## config.mk

```make
export PLATFORM = sky130hd
export DESIGN_NAME = z80vram_arbiter
export DESIGN_NICKNAME = d
export VERILOG_FILES = /design/src/rtl/z80vram_arbiter.sv
export SDC_FILE = /design/constraint.sdc
export NUM_CORES = 1
export LEC_CHECK = 0
export BUFFER_PORTS_ARGS = -buffer_cell sky130_fd_sc_hd__buf_4
export CORE_MARGIN = 10
export CORE_UTILIZATION = 49
export CTS_BUF_LIST = sky130_fd_sc_hd__clkbuf_4
export CTS_CLUSTER_DIAMETER = 50
export DETAILED_ROUTE_END_ITERATION = 10
export PLACE_DENSITY = 0.85
export SYNTH_ARGS = -nofsm -noshare
export SYNTH_HDL_FRONTEND = slang
export SYNTH_SLANG_ARGS = --single-unit
```

## constraint.sdc

```tcl
create_clock -name clk -period 4.2 [get_ports clk]
set_clock_uncertainty 0.05 [all_clocks]
set_input_delay 0 -clock clk [delete_from_list [all_inputs] [get_ports clk]]
set_output_delay 0 -clock clk [all_outputs]
set_load 0.05 [all_outputs]
```

## src/rtl/z80vram_arbiter.sv

```systemverilog
// Single-port VRAM arbiter for the ZX video scanner and the Z80: video fetches first,
// then posted CPU writes, then CPU reads. Also holds the border colour register.
module z80vram_arbiter #(
  parameter int         VRAM_SIZE    = 6912,
  parameter logic [2:0] BORDER_RESET = 3'b000
) (
  input  logic        clk,
  input  logic        reset,
  input  logic [12:0] video_addr,
  output logic [7:0]  video_data,
  input  logic [12:0] cpu_addr,
  input  logic [7:0]  cpu_wdata,
  input  logic        cpu_rd,
  input  logic        cpu_wr,
  output logic [7:0]  cpu_rdata,
  output logic        cpu_ready,
  output logic [12:0] mem_addr,
  output logic [7:0]  mem_wdata,
  output logic        mem_we,
  input  logic [7:0]  mem_rdata,
  input  logic        io_wr,
  input  logic [7:0]  io_addr,
  input  logic [7:0]  io_wdata,
  output logic [2:0]  border
);

  typedef enum logic [1:0] {
    IDLE,
    RD_WAIT,
    RD_DONE
  } rd_state_t;

  rd_state_t state, state_nxt;

  logic [12:0] vtag;
  logic        vtag_valid;
  logic        vpend;
  logic [7:0]  vhold;

  logic        wb_valid;
  logic [12:0] wb_addr;
  logic [7:0]  wb_data;

  logic vmiss;
  logic wb_drain;
  logic cpu_is_wr;
  logic cpu_is_rd;
  logic cpu_in_range;
  logic wr_ack;
  logic wr_post;
  logic rd_issue;
  logic rd_oor;
  logic io_unused;

  function automatic logic in_range(input logic [12:0] a);
    return ({1'b0, a} < 14'(VRAM_SIZE));
  endfunction

  assign io_unused = ^{io_addr[7:1], io_wdata[7:3]};

  assign vmiss        = !vtag_valid || (video_addr != vtag);
  assign wb_drain     = wb_valid && !vmiss;
  assign cpu_in_range = in_range(cpu_addr);

  // A simultaneous rd+wr is handled as a write; new requests only start from IDLE.
  assign cpu_is_wr = cpu_wr && (state == IDLE);
  assign cpu_is_rd = cpu_rd && !cpu_wr && (state == IDLE);

  assign wr_ack   = cpu_is_wr && (!cpu_in_range || !wb_valid || wb_drain);
  assign wr_post  = wr_ack && cpu_in_range;
  assign rd_oor   = cpu_is_rd && !cpu_in_range;
  assign rd_issue = cpu_is_rd && cpu_in_range && !vmiss && !wb_valid;

  always_comb begin
    mem_addr  = video_addr;
    mem_wdata = wb_data;
    mem_we    = 1'b0;
    if (!vmiss) begin
      if (wb_valid) begin
        mem_addr = wb_addr;
        mem_we   = 1'b1;
      end else if (rd_issue) begin
        mem_addr = cpu_addr;
      end
    end
  end

  // Fresh fetch is bypassed straight from the RAM, otherwise replay the held byte.
  assign video_data = vpend ? mem_rdata : vhold;

  always_comb begin
    state_nxt = state;
    cpu_ready = wr_ack;
    case (state)
      IDLE: begin
        if (rd_oor) begin
          state_nxt = RD_DONE;
        end else if (rd_issue) begin
          state_nxt = RD_WAIT;
        end
      end
      RD_WAIT: state_nxt = RD_DONE;
      RD_DONE: begin
        state_nxt = IDLE;
        cpu_ready = 1'b1;
      end
      default: state_nxt = IDLE;
    endcase
  end

  always_ff @(posedge clk or posedge reset) begin
    if (reset) begin
      state <= IDLE;
    end else begin
      state <= state_nxt;
    end
  end

  always_ff @(posedge clk or posedge reset) begin
    if (reset) begin
      cpu_rdata <= 8'h00;
    end else if (state == RD_WAIT) begin
      cpu_rdata <= mem_rdata;
    end else if (rd_oor) begin
      cpu_rdata <= 8'hFF;
    end
  end

  always_ff @(posedge clk or posedge reset) begin
    if (reset) begin
      vtag_valid <= 1'b0;
      vpend      <= 1'b0;
      vhold      <= 8'h00;
    end else begin
      vpend <= vmiss;
      if (vmiss) begin
        vtag_valid <= 1'b1;
      end else if (wb_drain && (wb_addr == vtag)) begin
        // Drained write hit the displayed byte: force the scanner to refetch it.
        vtag_valid <= 1'b0;
      end
      if (vpend) begin
        vhold <= mem_rdata;
      end
    end
  end

  always_ff @(posedge clk) begin
    if (vmiss) begin
      vtag <= video_addr;
    end
  end

  always_ff @(posedge clk or posedge reset) begin
    if (reset) begin
      wb_valid <= 1'b0;
    end else if (wr_post) begin
      wb_valid <= 1'b1;
    end else if (wb_drain) begin
      wb_valid <= 1'b0;
    end
  end

  always_ff @(posedge clk) begin
    if (wr_post) begin
      wb_addr <= cpu_addr;
      wb_data <= cpu_wdata;
    end
  end

  always_ff @(posedge clk or posedge reset) begin
    if (reset) begin
      border <= BORDER_RESET;
    end else if (io_wr && !io_addr[0]) begin
      border <= io_wdata[2:0];
    end
  end

endmodule

```

# Yosys cells after proc, flatten, opt, wreduce, memory -nomap -nowiden
# Cells that the tools add are included.
dict set report word_totals {
  regBits 58
  input_bits 63
  out_inout_bits 42
  elab_cells 57
}
dict set report classes {
  order_cmp 1
  eq_ne 5
  n_mux 16
  n_reduce_logical 25
}
# cell count
set op_table {}
lappend op_table {{$mux 13} 3}
lappend op_table {{$mux 8} 3}
lappend op_table {{$eq 13x13->1} 1}
lappend op_table {{$lt 13x13->1 const B} 1}
lappend op_table {{$ne 13x13->1} 1}
lappend op_table {{$logic_and 1x1->1} 12}
lappend op_table {{$mux 1} 7}
lappend op_table {{$logic_not 1->1} 6}
lappend op_table {{$reduce_bool 2->1} 3}
lappend op_table {{$mux 2} 2}
lappend op_table {{$pmux 2 s2} 1}
lappend op_table {{$logic_or 1x1->1} 3}
lappend op_table {{$ne 3x3->1 const B} 1}
lappend op_table {{$eq 2x1->1 const B} 1}
lappend op_table {{$eq 2x2->1 const B} 1}
lappend op_table {{$logic_not 2->1} 1}

# Depth between registers and ports, before layout
dict set report depth {
  ltp_word 9
  depth_mapped 6
  ltp_nobuf 5
}

# Least setup slack after synthesis
# Ideal clock, no wire load.
dict set report synth_path {
  path_kind {register -> register}
  start {reg vtag[2]}
  end {reg wb_data[0], in the netlist mem_wdata[0] (enable)}
  setup_time_ns 0.406
  arrival_time_ns 2.618
  t_required_ns 3.744
  path_slack_ns 1.127
  stages_incl_launch_ff 6
  path_buffers 0
  period_less_slack_ns 3.073
  path_cell_list {edfxtp_1 -> xnor2_1 -> nand4_1 -> nor4_4 -> inv_1 -> a21oi_1}
}
dict set report synth_via {
  elab_chain_cells 7
}
# element line
set synth_lines {}
lappend synth_lines {{start: declaration} 35} ;# logic [12:0] vtag;
lappend synth_lines {{start signal: assignment} 150} ;# vtag <= video_addr;
lappend synth_lines {{$ne 13x13->1} 61} ;# assign vmiss = !vtag_valid || (video_addr != vtag);
lappend synth_lines {{$logic_or 1x1->1} 61}
lappend synth_lines {{net vmiss} 44} ;# logic vmiss;
lappend synth_lines {{$logic_not 1->1} n/a}
lappend synth_lines {{$logic_and 1x1->1} 62} ;# assign wb_drain = wb_valid && !vmiss;
lappend synth_lines {{$logic_or 1x1->1} 69} ;# assign wr_ack = cpu_is_wr && (!cpu_in_range || !wb_valid || wb_drain);
lappend synth_lines {{$logic_and 1x1->1} 69}
lappend synth_lines {{$logic_and 1x1->1} 70} ;# assign wr_post = wr_ack && cpu_in_range;
lappend synth_lines {{net wr_post} 50} ;# logic wr_post;
lappend synth_lines {{end signal: assignment} 167} ;# wb_data <= cpu_wdata;
lappend synth_lines {{end: declaration} 42} ;# logic [7:0] wb_data;
# The timed path passes the listed nets, and every way through them passes these cells.
# A chain may end at the register's enable or synchronous reset.

# Final worst setup path
dict set report layout_path {
  start {reg vtag[11]}
  end {out mem_addr[0]}
}
dict set report layout_via {
  elab_chain_cells 8
}
# element line
set layout_lines {}
lappend layout_lines {{$ne 13x13->1 (*)} 61}
lappend layout_lines {{$logic_or 1x1->1 (*)} 61}
lappend layout_lines {{$logic_not 1->1} n/a}
lappend layout_lines {{$logic_and 1x1->1 (2 in series)} 72} ;# assign rd_issue = cpu_is_rd && cpu_in_range && !vmiss && !wb_valid;
lappend layout_lines {{$mux 13} 82} ;# end else if (rd_issue) begin
lappend layout_lines {{$mux 13} 79} ;# if (wb_valid) begin
lappend layout_lines {{$mux 13 (*)} 78} ;# if (!vmiss) begin
lappend layout_lines {{end: declaration} 17} ;# output logic [12:0] mem_addr,
# Every way passes the cells marked *; elsewhere a longest branch is shown, timed or not.

==> results.sh <==
export IMPL_use_met3_pct=8.23
export IMPL_nNetsFinal=380
export IMPL_worstSkewPairLatency_ns=0.41
export IMPL_ys_ff_latch=58
export IMPL_stdcell_area_sq_um=3900
export IMPL_max_stage_delay_ns=0.56
export IMPL_worstPathRequired_ns=4.15
export IMPL_gp_congestion=0.800
export IMPL_yosysWarnings=0
export IMPL_post_cts_buffers=0
export IMPL_antenna_found_initial=0
export IMPL_ant_nets=0
export IMPL_dp_cells=327
export IMPL_arrival_ns=2.95
export IMPL_grt_ovfl_total=0
export IMPL_cp_end_kind="output port"
export IMPL_synth_top_area_share_pct=40.3
export IMPL_comb_power_share_pct=23.4
export IMPL_power_mw=1.31
export IMPL_intPower_mw=0.893
export IMPL_first_iter_violations=204
export IMPL_final_cell_count_no_fill=392
export IMPL_cts_tree="done"
export IMPL_die_w_um=91.9
export IMPL_synth_cells=168
export IMPL_diodes=0
export IMPL_hold_viol=0
export IMPL_grt_most_used_layer="met2"
export IMPL_tns_ns=0
export IMPL_gr_usage_met1_pct=23.5
export IMPL_syn_nets=231
export IMPL_synth_top_cell_by_area="edfxtp_1"
export IMPL_synthTopCellsByArea="edfxtp_1, dfrtp_1, xnor2_1, a2bb2oi_2, mux2_2"
export IMPL_layout_drive_gt1_share_pct=41.6
export IMPL_slew_viol_final=0
export IMPL_period_share_pct=71.4
export IMPL_switching_share_pct=31.7
export IMPL_worst_pin_slew_ns=0.907
export IMPL_row_count=26
export IMPL_max_freq_ghz=0.334
export IMPL_slowest_stage="a21boi_4"
export IMPL_slew_headroom_pct=39.5
export IMPL_p_leak_nw=1.58
export IMPL_vdd_ir_drop_worst_mv=0.275
export IMPL_rsz0062_at_grt="false"
export IMPL_vias_per_cell=5.61
export IMPL_critPathKind="reg -> out"
export IMPL_htreeDepth=3
export IMPL_holdWs_ns=0.0337
export IMPL_clockBufferDepth=2
export IMPL_cts_root_buffer="clkbuf_4"
export IMPL_numCtsBuffers=9
export IMPL_area_growth_pct=54.1
export IMPL_cp_cell_sequence="xnor2_1, nand4_1, nor4_4, buf_4, a21boi_4, a2bb2oi_1, buf_4"
export IMPL_postSynthAreaPerCell_sq_um=15.1
export IMPL_portBuffers=92
export IMPL_p_seq_share_pct=50.0
export IMPL_totalWireLength_mm=8.96
export IMPL_start_util_pct=49.9
export IMPL_dieArea_sq_um=8450
export IMPL_synth_main_ff_cell="edfxtp_1"
export IMPL_placed_cell_area_sq_um=3310
export IMPL_drt_pass1_iterations=5
export IMPL_grt_pass1_wl_mm=14.1
export IMPL_yosys_cell_types_count=31
export IMPL_cts_resized=0
export IMPL_grt_pass1_vias=2488
export IMPL_p_switching_mw=0.415
export IMPL_cts_sinks=58
export IMPL_num_io_pins=105
export IMPL_start_kind="register"
export IMPL_core_sq_um=5070
export IMPL_die_h_um=91.9
export IMPL_fin_crit_ns=3.00
export IMPL_crit_fanout=17
export IMPL_async_reset_ff_share_pct=41.4
export IMPL_yosys_top_cells_count="edfxtp_1, dfrtp_1, xnor2_1"
export IMPL_detail_route_wl_per_cell_um=22.9
export IMPL_path_clk_slew_ns=0.11
export IMPL_grt_use_total_pct=21.5
export IMPL_grt_max_degree=25
export IMPL_synth_edf_count=34
export IMPL_status="completed"
export IMPL_seq_area_frac_synth_pct=64.0
export IMPL_cpMostUsedCell="buf_4"
export IMPL_synth_area_sq_um=2530
export IMPL_maxCapViolations=0
export IMPL_clkPwrFrac_pct=26.7
export IMPL_use_met2_pct=36.4
export IMPL_drc=0
export IMPL_vias=2201
export IMPL_dp_hpwl_mm=4.83
export IMPL_setup_viol=0
export IMPL_powerDensity_nw_per_um2=335
export IMPL_worstHoldPathType="in -> reg"
export IMPL_yosysMostFrequentCell="edfxtp_1"
[area by class of cell]
class / count / area (sq um)
fill: 286 / 1170
tap: 70 / 87.6
inverter: 4 / 15.0
multi-input combinational: 100 / 870
sequential: 58 / 1620
clock buffer: 11 / 82.6
timing repair buffer: 144 / 1200
clock inverter: 5 / 23.8
[registers in the layout, indices dropped and copies added (netlist names)]
name        count
state           2
vpend           1
vtag_valid      1
wb_addr        13
vtag           13
border          3
wb_valid        1
vhold           8
mem_wdata       8
cpu_rdata       8
[cells in the final DEF (no fill, tap or decap), types with 2 or more instances in the layout]
cell / count
a2bb2oi_1: 3
a2bb2oi_2: 10
buf_4: 95
clkbuf_4: 11
clkinv_2: 4
dfrtp_1: 24
dlygate4sd3_1: 49
edfxtp_1: 34
inv_1: 4
mux2_2: 11
nand2_1: 2
nand4_1: 5
nor2_1: 5
nor3_1: 3
o22a_1: 8
o22ai_1: 13
xnor2_1: 21
xor2_1: 5
[per-layer routing]
layer | up-vias | wire length, um
met3 | 20 | 956
met2 | 156 | 4530
li1 | 943 | -
met4 | 0 | 243
met5 | - | 0
met1 | 1082 | 3230
[critical path: cells and delay by family, from the launching register on]
family / cells / cell delay (ns)
AOI/OAI and AO/OA: 2 / 0.82
xor gates and xnor gates: 1 / 0.23
buffers and inverters: 2 / 0.56
DFF: 1 / 0.43
and+or+nand+nor: 2 / 0.49
[repair_timing]
action | 4_1_cts | 5_1_grt
setup endpoints to repair | 0 | 0
endpoints found under the hold margin | 77 | 0
hold buffers | 49 | 0
[metrics by stage]
stage,util [%],setup slack [ns]
6_report,76.9,1.20
2_1_floorplan,-,1.13
5_1_grt,76.9,1.05
3_3_place_gp,65.2,1.63
4_1_cts,76.9,1.20
3_5_place_dp,65.2,1.52
[kinds of logic (layout without fill, tap and decap cells)]
kind of cell,after synthesis,in the layout,synth area share (%)
DFF,58,58,64.0
buffers and inverters,10,164,1.83
and+or+nand+nor,23,23,5.48
muxes,11,11,4.89
AOI/OAI and AO/OA,40,40,14.8
xor gates and xnor gates,26,26,8.99
[power groups by stage]
stage	registers [mW]	clock network, mW	logic (mW)
finish	0.653	0.349	0.306
CTS	0.648	0.331	0.295
floorplan	0.715	0	0.0936
global route	0.655	0.373	0.317
global placement	0.657	0	0.250
detailed placement	0.659	0	0.253
[path summary, 6_finish.rpt]
| path | slack [ns] | start | endpoint | depth (start not counted) |
|---|---|---|---|---|
| worst max-delay path | 1.20 | vtag[11]$_DFFE_PP_ | mem_addr[0] | 7 |
| worst min-delay path | 0.03 | cpu_wr | wb_valid$_DFFE_PP0P_ | 4 |
| worst min register to register | 0.46 | cpu_rdata[6]$_DFFE_PP0P_ | cpu_rdata[6]$_DFFE_PP0P_ | 1 |
| max in group asynchronous | 3.24 | reset | vtag_valid$_DFFE_PP0P_ | 3 |
| min in group asynchronous | 0.29 | reset | vhold[6]$_DFF_PP0_ | 3 |
| worst max register to register | 1.51 | vtag[11]$_DFFE_PP_ | wb_addr[9]$_DFFE_PP_ | 6 |
No activity file was read; power rests on OpenSTA's default activity.
